File: config.mk
export PLATFORM = sky130hd
export DESIGN_NAME = cenc_322_flat
export DESIGN_NICKNAME = d
export VERILOG_FILES = /design/src/rtl/cenc_322_pkg.sv /design/src/rtl/cenc_322_if.sv /design/src/rtl/enc_trellis_322.sv /design/src/rtl/cenc_322.sv /design/src/flat_wrapper.sv
export SDC_FILE = /design/constraint.sdc
export NUM_CORES = 1
export LEC_CHECK = 0
export ABC_AREA = 1
export BUFFER_PORTS_ARGS = -buffer_cell sky130_fd_sc_hd__buf_4
export CORE_MARGIN = 2
export CORE_UTILIZATION = 28
export CTS_CLUSTER_DIAMETER = 200
export CTS_CLUSTER_SIZE = 28
export DETAILED_ROUTE_END_ITERATION = 10
export GPL_ROUTABILITY_DRIVEN = 0
export GPL_TIMING_DRIVEN = 0
export SLEW_MARGIN = 20
export SYNTH_ARGS = -nofsm -noshare
export SYNTH_HDL_FRONTEND = slang
export SYNTH_SLANG_ARGS = --single-unit
File: constraint.sdc
create_clock -name clock -period 4.5 [get_ports clock]
set_input_delay 0.45 -clock clock [delete_from_list [all_inputs] [get_ports clock]]
set_output_delay 0.45 -clock clock [all_outputs]
set_load 0.05 [all_outputs]
File: src/rtl/cenc_322_pkg.sv
// cenc_322_pkg: shared definitions for the rate-2/3 (3,2,2) convolutional encoder.
//   - code dimensions (N output bits, K input bits, M state bits)
//   - generator masks for c2/c1/c0 over the vector {u1,u0,s2,s1,s0}
//   - frame FSM state encoding
//   - enc_sym(): code symbol for a given input dibit and encoder state
package cenc_322_pkg;

    localparam int unsigned N        = 3;
    localparam int unsigned K        = 2;
    localparam int unsigned M        = 3;
    // Tail length equals the u1 memory depth; flushes the trellis back to state 0.
    localparam int unsigned TAIL_LEN = 2;

    // Generator masks over {u1,u0,s2,s1,s0}.
    localparam logic [4:0] GEN_C2 = 5'b10010;
    localparam logic [4:0] GEN_C1 = 5'b01101;
    localparam logic [4:0] GEN_C0 = 5'b11110;

    typedef enum logic [1:0] {
        StIdle = 2'd0,
        StData = 2'd1,
        StTail = 2'd2
    } fsm_e;

    function automatic logic [N-1:0] enc_sym(input logic [K-1:0] u, input logic [M-1:0] s);
        logic [K+M-1:0] vec;
        vec = {u, s};
        return {^(vec & GEN_C2), ^(vec & GEN_C1), ^(vec & GEN_C0)};
    endfunction

endpackage

File: src/rtl/cenc_322_if.sv
// cenc_322_if: stream bundle around the encoder.
//   Din[1:0]   information dibit {u1,u0}     din_valid / din_ready  input handshake
//   Tx[2:0]    code symbol {c2,c1,c0}        tx_valid / tx_ready    output handshake
//   tx_first   first symbol of a frame       tx_last               final tail symbol
// master: the side that feeds dibits and sinks symbols.  slave: the encoder.
interface cenc_322_if;
    import cenc_322_pkg::*;

    logic [K-1:0] Din;
    logic         din_valid;
    logic         din_ready;
    logic [N-1:0] Tx;
    logic         tx_valid;
    logic         tx_ready;
    logic         tx_first;
    logic         tx_last;

    modport master (
        output Din, din_valid, tx_ready,
        input  din_ready, Tx, tx_valid, tx_first, tx_last
    );

    modport slave (
        input  Din, din_valid, tx_ready,
        output din_ready, Tx, tx_valid, tx_first, tx_last
    );

endinterface

File: src/rtl/enc_trellis_322.sv
// enc_trellis_322: purely combinational trellis step of the (3,2,2) code.
//   u[1:0]      input dibit {u1,u0}
//   s[2:0]      current state {s2,s1,s0}
//   tx[2:0]     code symbol {c2,c1,c0}
//   s_next[2:0] next state: s2<=u1, s1<=s2, s0<=u0
// Also usable standalone as a golden model on the decoder side.
module enc_trellis_322
    import cenc_322_pkg::*;
(
    input  logic [K-1:0] u,
    input  logic [M-1:0] s,
    output logic [N-1:0] tx,
    output logic [M-1:0] s_next
);

    assign tx     = enc_sym(u, s);
    assign s_next = {u[1], s[2], u[0]};

endmodule

File: src/rtl/cenc_322.sv
// cenc_322: framed rate-2/3, 8-state convolutional encoder.
//   clock  rising-edge clock
//   reset  asynchronous active-high reset
//   bus    cenc_322_if.slave: dibits in on Din/din_valid/din_ready, code symbols out on
//          Tx/tx_valid/tx_ready with tx_first/tx_last frame markers
// Each frame is FRAME_LEN data dibits followed by TAIL_LEN zero dibits, so the trellis ends
// in state 0 and the next frame starts from it without any explicit clear.
module cenc_322
    import cenc_322_pkg::*;
#(
    parameter int unsigned FRAME_LEN = 64,
    parameter int unsigned CNT_W     = 10
) (
    input logic       clock,
    input logic       reset,
    cenc_322_if.slave bus
);

    localparam int unsigned TAIL_W = (TAIL_LEN > 1) ? $clog2(TAIL_LEN) : 1;
    localparam logic [TAIL_W-1:0] TAIL_END = TAIL_W'(TAIL_LEN - 1);
    localparam logic [CNT_W-1:0]  CNT_END  = CNT_W'(FRAME_LEN);

    fsm_e              fsm_q;
    logic [M-1:0]      s_q;
    logic [N-1:0]      tx_q;
    logic              tx_valid_q;
    logic              tx_first_q;
    logic              tx_last_q;
    logic [CNT_W-1:0]  cnt_q;
    logic [TAIL_W-1:0] tail_q;

    logic              adv;
    logic [K-1:0]      u_enc;
    logic [N-1:0]      tx_nxt;
    logic [M-1:0]      s_nxt;
    logic [CNT_W-1:0]  cnt_inc;

    // Output register is free when empty or being drained this cycle.
    assign adv     = !tx_valid_q || bus.tx_ready;
    assign u_enc   = (fsm_q == StTail) ? '0 : bus.Din;
    assign cnt_inc = cnt_q + CNT_W'(1);

    assign bus.din_ready = adv && ((fsm_q == StIdle) || (fsm_q == StData));
    assign bus.Tx        = tx_q;
    assign bus.tx_valid  = tx_valid_q;
    assign bus.tx_first  = tx_first_q;
    assign bus.tx_last   = tx_last_q;

    enc_trellis_322 u_trellis (
        .u      (u_enc),
        .s      (s_q),
        .tx     (tx_nxt),
        .s_next (s_nxt)
    );

    always_ff @(posedge clock or posedge reset) begin
        if (reset) begin
            fsm_q      <= StIdle;
            s_q        <= '0;
            tx_q       <= '0;
            tx_valid_q <= 1'b0;
            tx_first_q <= 1'b0;
            tx_last_q  <= 1'b0;
            cnt_q      <= '0;
            tail_q     <= '0;
        end else if (adv) begin
            // No symbol produced unless a branch below says otherwise; Tx keeps its value.
            tx_valid_q <= 1'b0;
            tx_first_q <= 1'b0;
            tx_last_q  <= 1'b0;
            unique case (fsm_q)
                StIdle: begin
                    if (bus.din_valid) begin
                        s_q        <= s_nxt;
                        tx_q       <= tx_nxt;
                        tx_valid_q <= 1'b1;
                        tx_first_q <= 1'b1;
                        cnt_q      <= CNT_W'(1);
                        tail_q     <= '0;
                        fsm_q      <= (FRAME_LEN == 1) ? StTail : StData;
                    end
                end
                StData: begin
                    if (bus.din_valid) begin
                        s_q        <= s_nxt;
                        tx_q       <= tx_nxt;
                        tx_valid_q <= 1'b1;
                        cnt_q      <= cnt_inc;
                        if (cnt_inc == CNT_END) begin
                            tail_q <= '0;
                            fsm_q  <= StTail;
                        end
                    end
                end
                StTail: begin
                    // u_enc is forced to zero here, flushing the shift register.
                    s_q        <= s_nxt;
                    tx_q       <= tx_nxt;
                    tx_valid_q <= 1'b1;
                    tail_q     <= tail_q + TAIL_W'(1);
                    if (tail_q == TAIL_END) begin
                        tx_last_q <= 1'b1;
                        fsm_q     <= StIdle;
                    end
                end
                default: begin
                    fsm_q <= StIdle;
                end
            endcase
        end
    end

endmodule
File: src/flat_wrapper.sv
// flat-port wrapper written by rule: the top's interface ports become plain ports
module cenc_322_flat import cenc_322_pkg::*;
#(
    parameter int unsigned FRAME_LEN = 64,
    parameter int unsigned CNT_W     = 10
)
  (clock, reset, bus_Din, bus_din_valid, bus_tx_ready, bus_din_ready, bus_Tx, bus_tx_valid, bus_tx_first, bus_tx_last);
  cenc_322_if bus_i ();
  input logic clock;
  input logic reset;
  input wire logic [$bits(bus_i.Din)-1:0] bus_Din;
  input wire logic [$bits(bus_i.din_valid)-1:0] bus_din_valid;
  input wire logic [$bits(bus_i.tx_ready)-1:0] bus_tx_ready;
  output wire logic [$bits(bus_i.din_ready)-1:0] bus_din_ready;
  output wire logic [$bits(bus_i.Tx)-1:0] bus_Tx;
  output wire logic [$bits(bus_i.tx_valid)-1:0] bus_tx_valid;
  output wire logic [$bits(bus_i.tx_first)-1:0] bus_tx_first;
  output wire logic [$bits(bus_i.tx_last)-1:0] bus_tx_last;
  assign bus_i.Din = bus_Din;
  assign bus_i.din_valid = bus_din_valid;
  assign bus_i.tx_ready = bus_tx_ready;
  assign bus_din_ready = bus_i.din_ready;
  assign bus_Tx = bus_i.Tx;
  assign bus_tx_valid = bus_i.tx_valid;
  assign bus_tx_first = bus_i.tx_first;
  assign bus_tx_last = bus_i.tx_last;
  cenc_322 #(.FRAME_LEN(FRAME_LEN), .CNT_W(CNT_W)) u_core (.clock(clock), .reset(reset), .bus(bus_i));
endmodule
=== Word-level counts from Yosys, hierarchy flattened ===
Index checks and enable logic that the tools add are counted.

* Muxes and demuxes: 22
* Bitwise operators: 0
* Reduce and logical (&&, ||, !) cells: 16
* Shift-type cells: 0
* Equality and inequality tests: 8
* Divide/modulo/power cells: 0
* $add $sub $neg: 2
* Magnitude comparators: 0
* Multiply operators: 0

{| class="wikitable"
|+ Operators by type and width
! operator !! count
|-
| $mux 10 || 2
|-
| $pmux 10 s2 || 1
|-
| $reduce_xor 5->1 || 3
|-
| $pmux 3 s2 || 2
|-
| $add 10x1->10 const B || 1
|-
| $eq 10x7->1 const B || 1
|-
| $mux 2 || 5
|-
| $reduce_and 5->1 || 2
|-
| $mux 1 || 7
|-
| $mux 3 || 2
|-
| $ne 2x2->1 const B || 3
|-
| $pmux 2 s3 || 1
|-
| $ne 2x1->1 const B || 2
|-
| $reduce_and 4->1 || 1
|-
| $reduce_bool 2->1 || 2
|-
| $pmux 1 s3 || 1
|-
| $reduce_and 3->1 || 1
|-
| $reduce_bool 3->1 || 1
|-
| $eq 2x1->1 const B || 1
|-
| $eq 2x2->1 const B || 1
|-
| $logic_not 2->1 || 1
|-
| $logic_or 1x1->1 || 2
|-
| $pmux 1 s2 || 1
|-
| $reduce_or 2->1 || 1
|-
| other kinds (3) || 3
|}

* Input port bits: 6
* Output and inout bits: 7
* Bits in latches: 0
* Logic and storage cells: 56
* Register bits: 22
* Memories kept: 0
* RAM bits: 0
* Bits in read-only memories: 0

=== Longest topological paths before layout ===
* Depth after elaboration: 5
* Mapped depth: 12
* Gate-level depth less buffers: 12

=== Hierarchy ===
A second synthesis with hierarchy kept.

* Cells, all modules: 178
* Area, all modules: 1266.2 µm²

{| class="wikitable"
|+ By module, submodules not included
! module !! instances !! area each (µm²) !! sequential area each (µm²) !! cells each
|-
| cenc_322 || 1 || 1151.1 || 550.5 || 151
|-
| enc_trellis_322 || 1 || 115.1 || 0.0 || 27
|}

=== Worst setup path after synthesis ===
OpenSTA, ideal clock, no wires.

* Kind: reg-to-reg
* Start point: register u_core.tx_valid_q, in the netlist u_core.bus.tx_valid
* End point: register u_core.cnt_q[0]
* Slack: 2.176 ns
* Arrival time: 2.195 ns
* Setup time: 0.129 ns
* Cell stages (with the launch flop): 9
* Clock period less this slack: 2.324 ns
* Data required time: 4.371 ns
* Buffers on the path: 0
* Cell sequence: dfrtp_1 inv_1 nor2_2 nor2_1 nand2_1 nor2_2 inv_1 nand2_1 o21ai_0

* Longest elaborated chain between the ends: 3

{| class="wikitable"
|+ Ends and longest elaborated chain
! element !! line !! RTL
|-
| from (decl) || cenc_322.sv:26 || <nowiki>logic tx_valid_q;</nowiki>
|-
| from (signal assigned) || cenc_322.sv:61 || <nowiki>tx_valid_q <= 1'b0;</nowiki>
|-
| from (signal assigned) || cenc_322.sv:68 || <nowiki>tx_valid_q <= 1'b0;</nowiki>
|-
| from (signal assigned) || cenc_322.sv:76 || <nowiki>tx_valid_q <= 1'b1;</nowiki>
|-
| $logic_not 1->1 || cenc_322.sv:39 || <nowiki>assign adv = !tx_valid_q || bus.tx_ready;</nowiki>
|-
| $logic_or 1x1->1 || cenc_322.sv:39 ||
|-
| $reduce_and 4->1 (no source line) || -- ||
|-
| to (signal assigned) || cenc_322.sv:88 || <nowiki>cnt_q <= cnt_inc;</nowiki>
|-
| to (decl) || cenc_322.sv:29 || <nowiki>logic [CNT_W-1:0] cnt_q;</nowiki>
|}

No other way between the ends.
A chain may end at the register's enable or synchronous reset.

=== Worst setup path after layout ===
* Start point: register u_core.cnt_q[0]
* End point: register u_core.tail_q

* Longest elaborated chain between the ends: 4

{| class="wikitable"
|+ Ends and longest elaborated chain
! element !! line !! RTL
|-
| $add 10x1->10 || cenc_322.sv:41 || <nowiki>assign cnt_inc = cnt_q + CNT_W'(1);</nowiki>
|-
| $eq 10x7->1 || cenc_322.sv:89 || <nowiki>if (cnt_inc == CNT_END) begin</nowiki>
|-
| $ne 2x2->1 (no source line) || -- ||
|-
| $reduce_and 5->1 (no source line) || -- ||
|-
| to (signal assigned) || cenc_322.sv:100 || <nowiki>tail_q <= tail_q + TAIL_W'(1);</nowiki>
|-
| to (decl) || cenc_322.sv:30 || <nowiki>logic [TAIL_W-1:0] tail_q;</nowiki>
|}

No other way between the ends.

==> impl_summary.log <==
INFO  metric fp.dieArea = around 4600 um^2
INFO  metric placed_cells_incl_taps = around 210
INFO  metric die-height = 67.5 um
INFO  metric ys_dominant_reg_cell = dfrtp_1
INFO  metric ff_latch_area = between 500 and 600 um^2
INFO  metric multiInputGateArea = roughly 520 um^2
INFO  metric maximum_number_of_pins_on_one_net_before_global_route_repair = 23
INFO  metric netlist_top_cells_area = dfrtp_1, nand2_1, o21ai_0, inv_1, nor2_1
INFO  metric rsz0062_at_grt = false
INFO  metric route.vias.total = 930
INFO  metric synth_area = 1130 um^2
INFO  metric startpoint_type_of_the_worst_setup_path = register
INFO  metric cts.sinks = 22
INFO  metric post_synth_most_frequent_cells = nand2_1, dfrtp_1, inv_1
INFO  metric cp_slowest_cell = dfrtp_1
INFO  metric floorplan.initialDensity = ~29%
INFO  metric postLayoutSetupSlackWorst = approximately 2800 ps
INFO  metric port-buffer-count = 12
INFO  metric grt_pass1_vias = around 900
INFO  metric synth.largest_area_cell = dfrtp_1
INFO  metric fin_crit = 1690 ps
INFO  metric number_of_enable_type_register_cells_in_the_synthesized_netlist = 0
INFO  metric met2WireLength = slightly below 1000 um
INFO  metric worstSetupPathType = reg2reg
INFO  metric post-synth-top-count-cell = nand2_1
INFO  metric postSynthCellCount = between 100 and 150
INFO  metric clock-root-buffer = clkbuf_8
INFO  metric cts_max_level = 1
INFO  metric synth_seq_cells = 22
INFO  metric final_max_slew_viol_count = 0
INFO  metric viasPerCell = about 4.4
INFO  metric critical_path.endpoint_type = register
INFO  metric power.density_cell_area = roughly 570 nW/um^2
INFO  metric clock_pin_slew_on_the_worst_setup_and_hold_paths = ~80 ps
INFO  metric route.detailed.wl_per_inst = ~11 um
INFO  metric nNetsFinal = roughly 170
INFO  metric synthDistinctLibCells = 20
INFO  metric insertion_delay = 260 ps
INFO  metric cts.path.max_buffers = 2
INFO  metric timing.critical_path.required = between 4000 and 5000 ps
INFO  metric grt_first_pass_wirelength = about 3900 um
INFO  metric status = complete, no violations
INFO  metric crit_top_cell = nand2_1
INFO  metric holdCritPathClass = in2async
INFO  metric areaGrowthSynthToFinish = 18.4%
INFO  metric worstPathMaxFanout = 6
INFO  metric crit_path_cell_trace = ha_1 > nand2_2 > nor2_2 > nand2_1 > nand2_1 > nand3b_1 > nor2_1 > nand3_1 > nand2_2 > nand2_1 > nand2_1 > nand2_1
INFO  metric numCtsBuffers = 3
INFO  metric grt_remaining_overflow = 0
INFO  metric cts_tree = built
INFO  metric antennaDiodeCount = 0
INFO  metric std_cell_rows = 23
INFO  metric finalCoreUtilization = about a third
INFO  metric worstPathArrival = roughly 1800 ps
INFO  metric detailed_place_hpwl = 1640 um
INFO  metric drive_gt1_share = between 10 and 15%
INFO  metric final_min_period_over_clock_period = 37.5%
INFO  metric reg2reg_setup_slack = 2810 ps
INFO  metric wl_met1 = 1190 um
INFO  metric warnings_from_yosys = 0
INFO  metric cts_resized = 0
INFO  metric dp_worst_setup_slack = approximately 2800 ps
INFO  metric timing_hold_violations_final = 0
INFO  metric cellLeakagePower = approximately 0.62 nW
INFO  metric fill_cells = roughly 400
INFO  metric grt_usage = between 10% and 20%
INFO  metric io_pins = 13
INFO  metric detail_route.wirelength = around 2300 um
INFO  metric route.detailed.drc = 0
INFO  metric detailroute.wirelength.met3 = ~60 um
INFO  metric fraction_of_post_synthesis_cell_area_in_the_top_cell_type_by_area = a little under 50%
INFO  metric total_power = ~0.76 mW
INFO  metric postSynthAreaPerCell = about 7.8 um^2
INFO  metric timing.clock.skew = 4.24 ps
INFO  metric syn-num-nets = approximately 150
INFO  metric yosysSeqAreaShare = between 40% and 50%
INFO  metric detailedRoute.firstPassIterationCount = 4
INFO  metric die_w = a little under 70 um
INFO  metric post_cts_buffers = 0
INFO  metric synth-async-reset-ratio = 100%
INFO  metric tightestPinTransition = 854 ps
INFO  metric ir_drop = approximately 0.28 mV
INFO  metric final_antenna_net_count = 0
INFO  metric fin_setup_tns = 0 ps
INFO  metric worst_slew_margin_rel = between 40 and 50%
INFO  metric max_clock_freq = 592 MHz
INFO  metric drt-initial-drc-count = 31
INFO  metric highest_layer = met4
INFO  metric max_cap_violations = 0
INFO  metric slowest_delay = ~430 ps
INFO  metric setup-violations-final = 0
INFO  metric antenna_found_initial = 0
INFO  metric final-instance-count-excl-fill = about 210
INFO  metric cts.hold.buffers_added = 0
INFO  metric design.core.area = roughly 4000 um^2
==> state kept, by name, indices dropped and copies added, names as in the netlist <==
name / cells
u_core.cnt_q: 10
u_core.bus.Tx: 3
u_core.s_q: 3
u_core.fsm_q: 2
u_core.bus.tx_first: 1
u_core.bus.tx_last: 1
u_core.bus.tx_valid: 1
u_core.tail_q: 1
==> cell type report <==
type / instances / area share [%]
inverter: 15 / 4.21
timing repair buffer: 12 / 6.74
multi-input combinational: 108 / 39.0
tap: 50 / 4.68
clock buffer: 4 / 4.12
sequential: 22 / 41.2
==> layout by cell type, fill, tap and decap left out, drive strengths merged <==
cell / count
nand4: 2
clkbuf: 4
dfrtp: 22
nor2: 18
inv: 15
xor2: 1
buf: 12
xnor2: 4
a22o: 1
a22oi: 1
o22ai: 3
ha: 1
nor3: 2
nand3: 7
nand3b: 1
o21ai: 15
nand2: 52
==> metrics by stage <==
step	hold slack, ps	instance area, um^2
2_1_floorplan	439	1130
3_3_place_gp	471	1280
6_report	362	1340
4_1_cts	398	1340
3_5_place_dp	467	1280
5_1_grt	446	1340
==> critical path, delay by kind of cell, from the launching register on <==
kind	cells	cell delay [ps]
adders and majority gates	1	210
DFF	1	430
and+or+nand+nor	11	940
==> worst paths after layout <==
path                                                 start                              end  cells after the start
max                            u_core.cnt_q[0]$_DFFE_PP0P_        u_core.tail_q$_DFFE_PP0P_                     12
min                                                  reset      u_core.cnt_q[5]$_DFFE_PP0P_                      2
max reg2reg                    u_core.cnt_q[0]$_DFFE_PP0P_        u_core.tail_q$_DFFE_PP0P_                     12
min reg2reg                u_core.bus.tx_first$_DFFE_PP0N_  u_core.bus.tx_first$_DFFE_PP0N_                      2
max in group asynchronous                            reset   u_core.bus.tx_last$_DFFE_PP0N_                      2
min in group clock                            bus_tx_ready  u_core.bus.tx_first$_DFFE_PP0N_                      4
==> kinds of logic (layout without fill, tap and decap cells) <==
logic type,Yosys count,after routing,share of synthesized area [%]
compound gates,20,20,9.76
buf+inv,15,31,4.99
xor+xnor,5,5,3.88
simple gates,82,82,31.5
flops,22,22,48.8
fa+ha+maj,1,1,1.11
==> power breakdown <==
group | switching [mW] | leakage (nW) | internal [mW]
Sequential | 0.0429 | 0.287 | 0.250
Clock | 0.0641 | 0.0288 | 0.0779
Combinational | 0.220 | 0.305 | 0.103
==> routing by layer <==
layer,global-route usage (%),up-vias
met3,2.17,2
met4,3.83,0
met1,16.3,425
li1,-,493
met2,16.9,10
met5,0,-
Note: power is estimated with default switching activity, not from simulation.
